## src/rtl/pmod_enc_multi_core.sv

```systemverilog
// pmod_enc_multi_core
//   Multi-channel quadrature rotary-encoder core for the slot bus. Each
//   channel has A/B/button/switch inputs. Every input goes through a 2-FF
//   synchroniser and then a debouncer. Each channel has a quadrature decoder
//   that drives a signed position counter. The core also keeps sticky W1C
//   event flags.
//
// Ports
//   clk, reset          : system clock, asynchronous active-high reset
//   cs, read, write     : slot select and strobes (read has no side effects)
//   addr[4:0]           : register address
//   wr_data[31:0]       : write data
//   rd_data[31:0]       : combinational read mux of registered state
//   enc_a/enc_b[N_CH]   : quadrature inputs (asynchronous)
//   enc_btn/enc_sw[N_CH]: push-button and slide switch (asynchronous)
//
// Register map
//   0   R    debounced levels, nibble i = {sw, btn, b, a}
//   1   W1C  flags: [i] CW, [8+i] CCW, [16+i] button rise, [24+i] illegal
//   2+i R/W  position counter i (read sign-extended)
//   8   R/W  control: [N_CH-1:0] enable, [16] x4 mode, [17] saturate
module pmod_enc_multi_core #(
  parameter int N_CH      = 2,
  parameter int DB_CYCLES = 100000,
  parameter int CNT_W     = 16
) (
  input  logic            clk,
  input  logic            reset,
  input  logic            cs,
  input  logic            read,
  input  logic            write,
  input  logic [4:0]      addr,
  input  logic [31:0]     wr_data,
  output logic [31:0]     rd_data,
  input  logic [N_CH-1:0] enc_a,
  input  logic [N_CH-1:0] enc_b,
  input  logic [N_CH-1:0] enc_btn,
  input  logic [N_CH-1:0] enc_sw
);

  localparam int NI       = 4 * N_CH;
  localparam int DB_W     = $clog2(DB_CYCLES + 1);
  localparam int ARM_LAST = DB_CYCLES + 3;
  localparam int ARM_W    = $clog2(ARM_LAST + 1);
  localparam logic [CNT_W-1:0] POS_MAX = {1'b0, {(CNT_W-1){1'b1}}};
  localparam logic [CNT_W-1:0] POS_MIN = {1'b1, {(CNT_W-1){1'b0}}};

  // The read strobe has no side effects.
  logic unused_read;
  assign unused_read = read;

  // Inputs packed as one nibble per channel, {sw, btn, b, a}, so that the
  // debounced vector is also the level register read at address 0.
  logic [NI-1:0] raw_in, sync1, sync2, db;
  logic [DB_W-1:0] db_cnt [NI];

  always_comb begin
    raw_in = '0;
    for (int i = 0; i < N_CH; i++)
      raw_in[4*i +: 4] = {enc_sw[i], enc_btn[i], enc_b[i], enc_a[i]};
  end

  always_ff @(posedge clk or posedge reset) begin
    if (reset) begin
      sync1 <= '0;
      sync2 <= '0;
    end else begin
      sync1 <= raw_in;
      sync2 <= sync1;
    end
  end

  // The debounced level changes only after the synchronised value has
  // differed from it for DB_CYCLES consecutive cycles.
  always_ff @(posedge clk or posedge reset) begin
    if (reset) begin
      db <= '0;
      for (int j = 0; j < NI; j++) db_cnt[j] <= '0;
    end else begin
      for (int j = 0; j < NI; j++) begin
        if (sync2[j] == db[j]) begin
          db_cnt[j] <= '0;
        end else if (db_cnt[j] == DB_W'(DB_CYCLES - 1)) begin
          db[j]     <= sync2[j];
          db_cnt[j] <= '0;
        end else begin
          db_cnt[j] <= db_cnt[j] + 1'b1;
        end
      end
    end
  end

  // Startup arming. The decoders and button edge detectors stay quiet until
  // inputs that idle high have had time to reach their debounced level.
  logic [ARM_W-1:0] arm_cnt;
  logic             armed;
  assign armed = (arm_cnt == ARM_W'(ARM_LAST));

  always_ff @(posedge clk or posedge reset) begin
    if (reset)       arm_cnt <= '0;
    else if (!armed) arm_cnt <= arm_cnt + 1'b1;
  end

  // Control register.
  logic [N_CH-1:0] ctrl_en;
  logic            ctrl_x4, ctrl_sat;
  logic            wr_en;
  assign wr_en = cs && write;

  always_ff @(posedge clk or posedge reset) begin
    if (reset) begin
      ctrl_en  <= '1;
      ctrl_x4  <= 1'b0;
      ctrl_sat <= 1'b0;
    end else if (wr_en && addr == 5'd8) begin
      ctrl_en  <= wr_data[N_CH-1:0];
      ctrl_x4  <= wr_data[16];
      ctrl_sat <= wr_data[17];
    end
  end

  // Per-channel decode. Only the previous state is tracked while disarmed.
  logic [1:0]      prev_ab [N_CH];
  logic [N_CH-1:0] prev_btn;
  logic [N_CH-1:0] cnt_up, cnt_dn, illegal, btn_rise;

  always_comb begin
    for (int i = 0; i < N_CH; i++) begin
      logic [1:0] cur;
      logic       cw, ccw, hit;
      cur = {db[4*i], db[4*i+1]};
      cw  = (prev_ab[i] == 2'b00 && cur == 2'b10) ||
            (prev_ab[i] == 2'b10 && cur == 2'b11) ||
            (prev_ab[i] == 2'b11 && cur == 2'b01) ||
            (prev_ab[i] == 2'b01 && cur == 2'b00);
      ccw = (prev_ab[i] == 2'b00 && cur == 2'b01) ||
            (prev_ab[i] == 2'b01 && cur == 2'b11) ||
            (prev_ab[i] == 2'b11 && cur == 2'b10) ||
            (prev_ab[i] == 2'b10 && cur == 2'b00);
      // x1 mode counts one step per detent: the transitions into 00.
      hit = ctrl_x4 || (cur == 2'b00);
      cnt_up[i]   = armed && ctrl_en[i] && cw  && hit;
      cnt_dn[i]   = armed && ctrl_en[i] && ccw && hit;
      illegal[i]  = armed && ((prev_ab[i] ^ cur) == 2'b11);
      btn_rise[i] = armed && db[4*i+2] && !prev_btn[i];
    end
  end

  always_ff @(posedge clk or posedge reset) begin
    if (reset) begin
      prev_btn <= '0;
      for (int i = 0; i < N_CH; i++) prev_ab[i] <= 2'b00;
    end else begin
      for (int i = 0; i < N_CH; i++) begin
        prev_ab[i]  <= {db[4*i], db[4*i+1]};
        prev_btn[i] <= db[4*i+2];
      end
    end
  end

  // Sticky flags. A new event in the same cycle as a W1C keeps the bit set.
  logic [31:0] flags, flag_set, flag_clr;

  always_comb begin
    flag_set = '0;
    for (int i = 0; i < N_CH; i++) begin
      flag_set[i]      = cnt_up[i];
      flag_set[8+i]    = cnt_dn[i];
      flag_set[16+i]   = btn_rise[i];
      flag_set[24+i]   = illegal[i];
    end
    flag_clr = (wr_en && addr == 5'd1) ? wr_data : 32'd0;
  end

  always_ff @(posedge clk or posedge reset) begin
    if (reset) flags <= '0;
    else       flags <= (flags & ~flag_clr) | flag_set;
  end

  // Position counters. A bus load takes priority over a step in the same cycle.
  logic [CNT_W-1:0] pos [N_CH];

  always_ff @(posedge clk or posedge reset) begin
    if (reset) begin
      for (int i = 0; i < N_CH; i++) pos[i] <= '0;
    end else begin
      for (int i = 0; i < N_CH; i++) begin
        if (wr_en && addr == 5'(2 + i)) begin
          pos[i] <= wr_data[CNT_W-1:0];
        end else if (cnt_up[i]) begin
          if (!(ctrl_sat && pos[i] == POS_MAX)) pos[i] <= pos[i] + 1'b1;
        end else if (cnt_dn[i]) begin
          if (!(ctrl_sat && pos[i] == POS_MIN)) pos[i] <= pos[i] - 1'b1;
        end
      end
    end
  end

  // Read mux.
  always_comb begin
    rd_data = '0;
    case (addr)
      5'd0: rd_data = 32'(db);
      5'd1: rd_data = flags;
      5'd8: begin
        rd_data[N_CH-1:0] = ctrl_en;
        rd_data[16]       = ctrl_x4;
        rd_data[17]       = ctrl_sat;
      end
      default: begin
        for (int i = 0; i < N_CH; i++)
          if (addr == 5'(2 + i)) rd_data = 32'($signed(pos[i]));
      end
    endcase
  end

endmodule
```

## config.mk

```make
export PLATFORM = sky130hd
export DESIGN_NAME = pmod_enc_multi_core
export DESIGN_NICKNAME = d
export VERILOG_FILES = /design/src/rtl/pmod_enc_multi_core.sv
export SDC_FILE = /design/constraint.sdc
export NUM_CORES = 1
export LEC_CHECK = 0
export ABC_AREA = 0
export CORE_ASPECT_RATIO = 2
export CORE_UTILIZATION = 35
export CTS_CLUSTER_DIAMETER = 80
export CTS_CLUSTER_SIZE = 30
export DETAILED_ROUTE_END_ITERATION = 10
export GPL_TIMING_DRIVEN = 0
export SYNTH_ARGS = -nofsm -noshare
export SYNTH_HDL_FRONTEND = slang
export SYNTH_SLANG_ARGS = --single-unit
```

## constraint.sdc

```tcl
create_clock -name clk -period 9 [get_ports clk]
set_input_delay 0.9 -clock clk [delete_from_list [all_inputs] [get_ports clk]]
set_output_delay 0.9 -clock clk [all_outputs]
set_load 0.01 [all_outputs]
```

==> qor.txt, run 1 <==
Status: complete, no violations
Critical Path Max Stage Delay: 980 ps
Slack of the worst reg-to-reg path: 4310 ps
Sink Count: 251
Antenna violations before repair: 0
Asr flop ratio synth: 100%
Placed cell area: 14600 um^2
Syn_nets: 1466
Critical Path Source Type: primary input
Hold Fails Final Rpt: 0
Gr usage total: 17.5%
Max_cap viols: 0
Syn Area/Cell: 9.61 um^2
Synth Area in Compound Gates: 10.3%
RSZ-0062 raised after global routing: no
Latest clock arrival within the worst-skew pair: 500 ps
WL/cell: 16.8 um
Worst path required time: 8100 ps
CTS tree: built
Crit Path Max Fanout: 10
Post-route ant nets: 0
Die extent in y: 277 um
Full die area: 38600 um^2
PnR Total Power: 2.26 mW
Synth unique cells: 66
Max_slew headroom: 18.7%
Layout Cells excl Fill: 1934
GRT Residual Overflow: 0
Min Hold Slack: 360 ps
Flops & latches, synth: 251
CTS root buf: clkbuf_16
TritonRoute pass-1 iters: 5
Die X: 139 um
Worst clock skew: 26.5 ps
Post CTS Setup Buffer Count: 0
Least-Margin Pin Slew: 1220 ps
Total wire length: 32600 um
Crit path capture: rd_data[29]
Core area: 37200 um^2
Yosys Warn Count: 0
Mapped Area: 13200 um^2
Fin crit share: 57.3%
CTS clk-pin slew, worst paths: 110 ps
H-tree depth: 1
Mux share of post-synthesis cell area: 2.79%
Critical path arrival: 4260 ps
FILL cells: 3593
Clk buf depth: 3
Largest family of logic cells by synthesized area: simple AND/OR/NAND/NOR gates
Leakage power: 6.47 nW
Placement Rows: 100
Largest net degree at the start of global routing: 112
Critical path type: in2out
FF-to-FF End: pos[30]
IO Count: 82
Antenna Cells: 0
Nets: 1563
CTS-repair resized insts: 0
First-pass GRT wire length: 54400 um
Cells after synthesis: 1375
Post-Synth XOR/XNOR Area: 11.1%
Fin crit period: 5160 ps
Vias in the first global route: 10651
Placed cell count: 1916
Simple-gate area share of the yosys netlist: 21.9%
Critical Path Start: addr[3]
Max IR drop VDD: 0.116 mV
Synth Area in Adders: 4.00%
Final instance area: 15100 um^2
Synth Flop Type: dfrtp_1
Initial Utilization: 35.5%
FMAX: 194 MHz
Setup WS post-layout: 3840 ps
GPL Wtd Cong: 0.869
Setup Viol. Count Final: 0
Post-placement setup slack: 3880 ps
Slew Viols, Final: 0
Layout area overhead: 14.0%
Hold path depth: 0
CTS buffer count: 13
Final Util: 40.5%
Crit. End Element: output port
Crit-path cells: clkdlybuf4s50_1 -> nor3_1 -> nand2_1 -> clkbuf_1 -> nor2_1 -> clkbuf_1 -> a21o_1 -> clkdlybuf4s50_1
Detailed Route Iter0 Violations: 530
PwrDens: 150 nW/um^2
EDFF count, synth: 0
Total number of vias: 10118
Vias/cell: 5.23
Post-DP HPWL: 24900 um
CTS Hold Buffers Added: 0
R2r startpoint: arm_cnt[0]
DRC viols: 0
Worst r2r path cells: 12
Post-synthesis sequential area ratio: 47.6%
Class of the tightest hold or removal check: reg2reg
Port Buffers: 79
CP max stage cell: nor2_1
Setup TNS: 0 ps
Layout cell share with drive strength beyond 1: 4.14%
critical path, delay by kind of cell:
kind | cells | cell delay (ps)
AOI/OAI and AO/OA | 1 | 140
buffers and inverters | 4 | 1700
and+or+nand+nor | 3 | 1510
registers in the layout, indices dropped and copies added, names as in the netlist:
name / count
pos: 32
sync1: 8
ctrl_sat: 1
db: 8
ctrl_x4: 1
db_cnt: 136
ctrl_en: 2
prev_ab: 4
arm_cnt: 17
flags: 32
sync2: 8
prev_btn: 2
cells in the final DEF (no fill, tap or decap), drive strengths merged, types with 21 or more instances in the layout:
master           n
nor3            36
nand4           36
a21boi          25
xnor2           68
nand2          118
a21o            23
clkbuf          45
xor2           100
inv             34
and3            25
nand3           76
nor2           218
a21oi           42
clkdlybuf4s50   79
ha              39
mux2i           21
dfrtp          249
o21ai           50
area by class of cell:
type	count	area (um^2)	share of cell area [%]
multi-input combinational	1048	6630	44.0
sequential	251	6280	41.7
timing repair buffer	82	853	5.67
tap	459	574	3.82
clock buffer	14	339	2.25
buffer	43	180	1.20
inverter	33	131	0.873
clock inverter	4	65.1	0.432
per-layer routing:
metal / track usage (%) / up-vias / wire [um]
li1: - / 4958 / -
met1: 18.8 / 4903 / 12400
met2: 33.8 / 182 / 17800
met3: 1.45 / 75 / 891
met4: 8.66 / 0 / 1460
met5: 0 / - / 0
kinds of logic after synthesis:
group           after synthesis
xor+xnor                    168
compound gates              210
flops                       251
mux                          35
buf+inv                      76
fa+ha+maj                    41
simple gates                594
how the worst min path moves through the flow:
stage | start | endpoint | slack (ps)
global placement | sync1[5] | sync2[5] | 340
floorplan | sync1[0] | sync2[0] | 330
finish | sync1[5] | sync2[5] | 360
detailed placement | sync1[5] | sync2[5] | 330
CTS | sync1[5] | sync2[5] | 360
global route | sync1[5] | sync2[5] | 370
synth_stat cells (8+ instances only):
cell	n	area, um^2
dfrtp_1	249	6230
nor2_1	218	818
nand2_1	118	443
xor2_1	100	876
nand3_1	76	380
xnor2_1	68	596
a21oi_1	42	210
ha_1	39	488
o21ai_0	38	190
nand4_1	35	219
inv_1	33	124
nor3_1	33	165
clkbuf_1	31	116
a21boi_0	25	188
and3_1	25	156
a21o_1	23	173
mux2i_1	21	210
nor4_1	14	87.6
mux2_2	13	146
o21ai_1	12	60.1
o21a_1	11	82.6
buf_2	9	45.0
nand2b_1	9	56.3
or3_1	9	56.3
a211oi_1	8	60.1
a22oi_1	8	60.1
a31oi_1	8	50.1
and4_1	8	70.1
nor2b_1	8	50.1
power breakdown:
part / leakage [nW] / total [mW] / switching [mW] / internal, mW
registers: 3.29 / 1.23 / 0.0640 / 1.17
logic: 2.98 / 0.340 / 0.193 / 0.147
clock network: 0.192 / 0.681 / 0.393 / 0.287
No activity file was read; power rests on OpenSTA's default activity.
==> run 2, diff against run 1 <==
clock period = 5.2 ns   (was 9 ns; I/O delays follow)
==> run 2 against run 1 <==
Against the previous run:
- setup slack worse by 3500 ps
- combinational power rose by 76%
- sequential cell count unchanged
- critical endpoint is now pos[30]
==> qor.txt, run 2 (same netlist as run 1, synthesis figures left out) <==
Total wire length: 33100 um
Nets: 1566
Clk buf depth: 3
Die extent in y: 277 um
Initial Utilization: 35.5%
Hold Fails Final Rpt: 0
Worst clock skew: 17.9 ps
CTS-repair resized insts: 0
First-pass GRT wire length: 54800 um
FMAX: 204 MHz
Core area: 37200 um^2
Crit. End Element: register
Placement Rows: 100
Vias/cell: 5.28
CTS clk-pin slew, worst paths: 120 ps
TritonRoute pass-1 iters: 4
Met1 Routed Length: 12300 um
Layout area overhead: 14.3%
Largest net degree at the start of global routing: 41
Leakage power: 6.49 nW
Port Buffers: 79
Worst path required time: 5610 ps
Full die area: 38600 um^2
Post-placement setup slack: 484 ps
Top reg by flops: db_cnt
WL/cell: 17.1 um
Number of flip-flops under the largest register name: 136
Biggest regs: db_cnt (136), flags (32), pos (32)
GRT Residual Overflow: 0
GPL Wtd Cong: 0.875
Slack of the worst reg-to-reg path: 300 ps
Max_cap viols: 0
Most frequent cells in the layout: dfrtp_1, nor2_1, nand2_1
Setup Viol. Count Final: 0
Crit path max-delay family: compound AO/OA/AOI/OAI gates
Layout cell share with drive strength beyond 1: 4.25%
R2r startpoint: arm_cnt[0]
CTS tree: built
CTS buffer count: 12
Hold endpoint: sync2[0]
Layout Cells excl Fill: 1940
CP max stage cell: or3_1
Antenna violations before repair: 0
Die X: 139 um
Fin crit share: 94.2%
Antenna Cells: 0
CTS root buf: clkbuf_16
Latest clock arrival within the worst-skew pair: 500 ps
Crit Path Max Fanout: 17
Critical Path Source Type: register
Crit-path cells: ha_1 -> nor4bb_1 -> nand4_1 -> or3_1 -> inv_1 -> fa_1 -> and2b_1 -> o2111a_1 -> o31ai_1 -> a31oi_1 -> a311oi_1 -> mux2_1 -> a211oi_1
Least-Margin Pin Slew: 1100 ps
Detailed Route Iter0 Violations: 433
Top Metal Used: met4
Post CTS Setup Buffer Count: 0
RSZ-0062 raised after global routing: no
Slew Viols, Final: 0
Gr usage total: 17.6%
Final Util: 40.6%
Critical path type: reg2reg
Vias in the first global route: 10857
Max_slew headroom: 26.3%
Setup WS post-layout: 302 ps
Post-DP HPWL: 25500 um
Worst r2r path cells: 13
Buf/Inv on CP: 1
Critical hold path startpoint: sync1[0]
Placed cell count: 1920
Post-route ant nets: 0
IO Count: 82
FF-to-FF End: pos[30]
Most common library cell in the layout ignoring fill and taps: dfrtp_1
CTS Hold Buffers Added: 0
Fin crit period: 4900 ps
H-tree depth: 1
Sink Count: 251
PwrDens: 259 nW/um^2
Max IR drop VDD: 0.188 mV
Met2 wire length: 18500 um
DR WL met3: 731 um
DRC viols: 0
Critical Path Max Stage Delay: 750 ps
Total number of vias: 10234
Hold path depth: 0
Critical path arrival: 5310 ps
Class of the tightest hold or removal check: reg2reg
Status: complete, no violations
==> run 2: cell count changes in the layout (fill, tap and decap cells not counted), sizes merged <==
cell	before	now
buf	15	19
clkbuf	45	48
clkinv	2	0
bufinv	0	1
==> run 2: how the worst max path moves through the flow <==
stage	depth (start not counted)	slack, ps	from	to
after floorplan	1	1380	reset	arm_cnt[0]
after global placement	2	-600	reset	db_cnt[52]
after detailed placement	13	480	arm_cnt[0]	pos[30]
after CTS	13	410	arm_cnt[0]	pos[30]
after global routing	13	40	arm_cnt[0]	pos[30]
final	13	300	arm_cnt[0]	pos[30]
==> run 2: through the flow <==
step / hold WS, ps / total power, mW / setup TNS, ps / area (um^2)
2_1_floorplan: 331 / 2.55 / 0 / 13200
4_1_cts: 355 / 3.96 / 0 / 15100
6_report: 350 / 3.91 / 0 / 15100
3_5_place_dp: 343 / 2.77 / 0 / 14700
5_1_grt: 357 / 4.10 / 0 / 15100
3_3_place_gp: 335 / 2.74 / -136190 / 14600
==> run 2: power breakdown <==
part	total, mW	internal, mW	switching [mW]
registers	2.14	2.03	0.109
logic	0.597	0.260	0.337
clock network	1.18	0.524	0.651
total	3.91	2.81	1.10
==> run 2: cell type report <==
| cell class | instances | area, um^2 |
|---|---|---|
| Timing Repair Buffer | 86 | 918 |
| Inverter | 33 | 128 |
| Sequential cell | 251 | 6280 |
| Buffer | 43 | 180 |
| Tap cell | 459 | 574 |
| Fill cell | 3668 | 22100 |
| Clock inverter | 3 | 47.5 |
| Clock buffer | 17 | 340 |
| Multi-Input combinational cell | 1048 | 6630 |
==> run 2: routing by layer <==
metal	GRT usage, %	up-vias
met1	18.0	5031
met4	9.32	0
met5	0	-
met3	1.45	72
met2	34.8	163
li1	-	4968
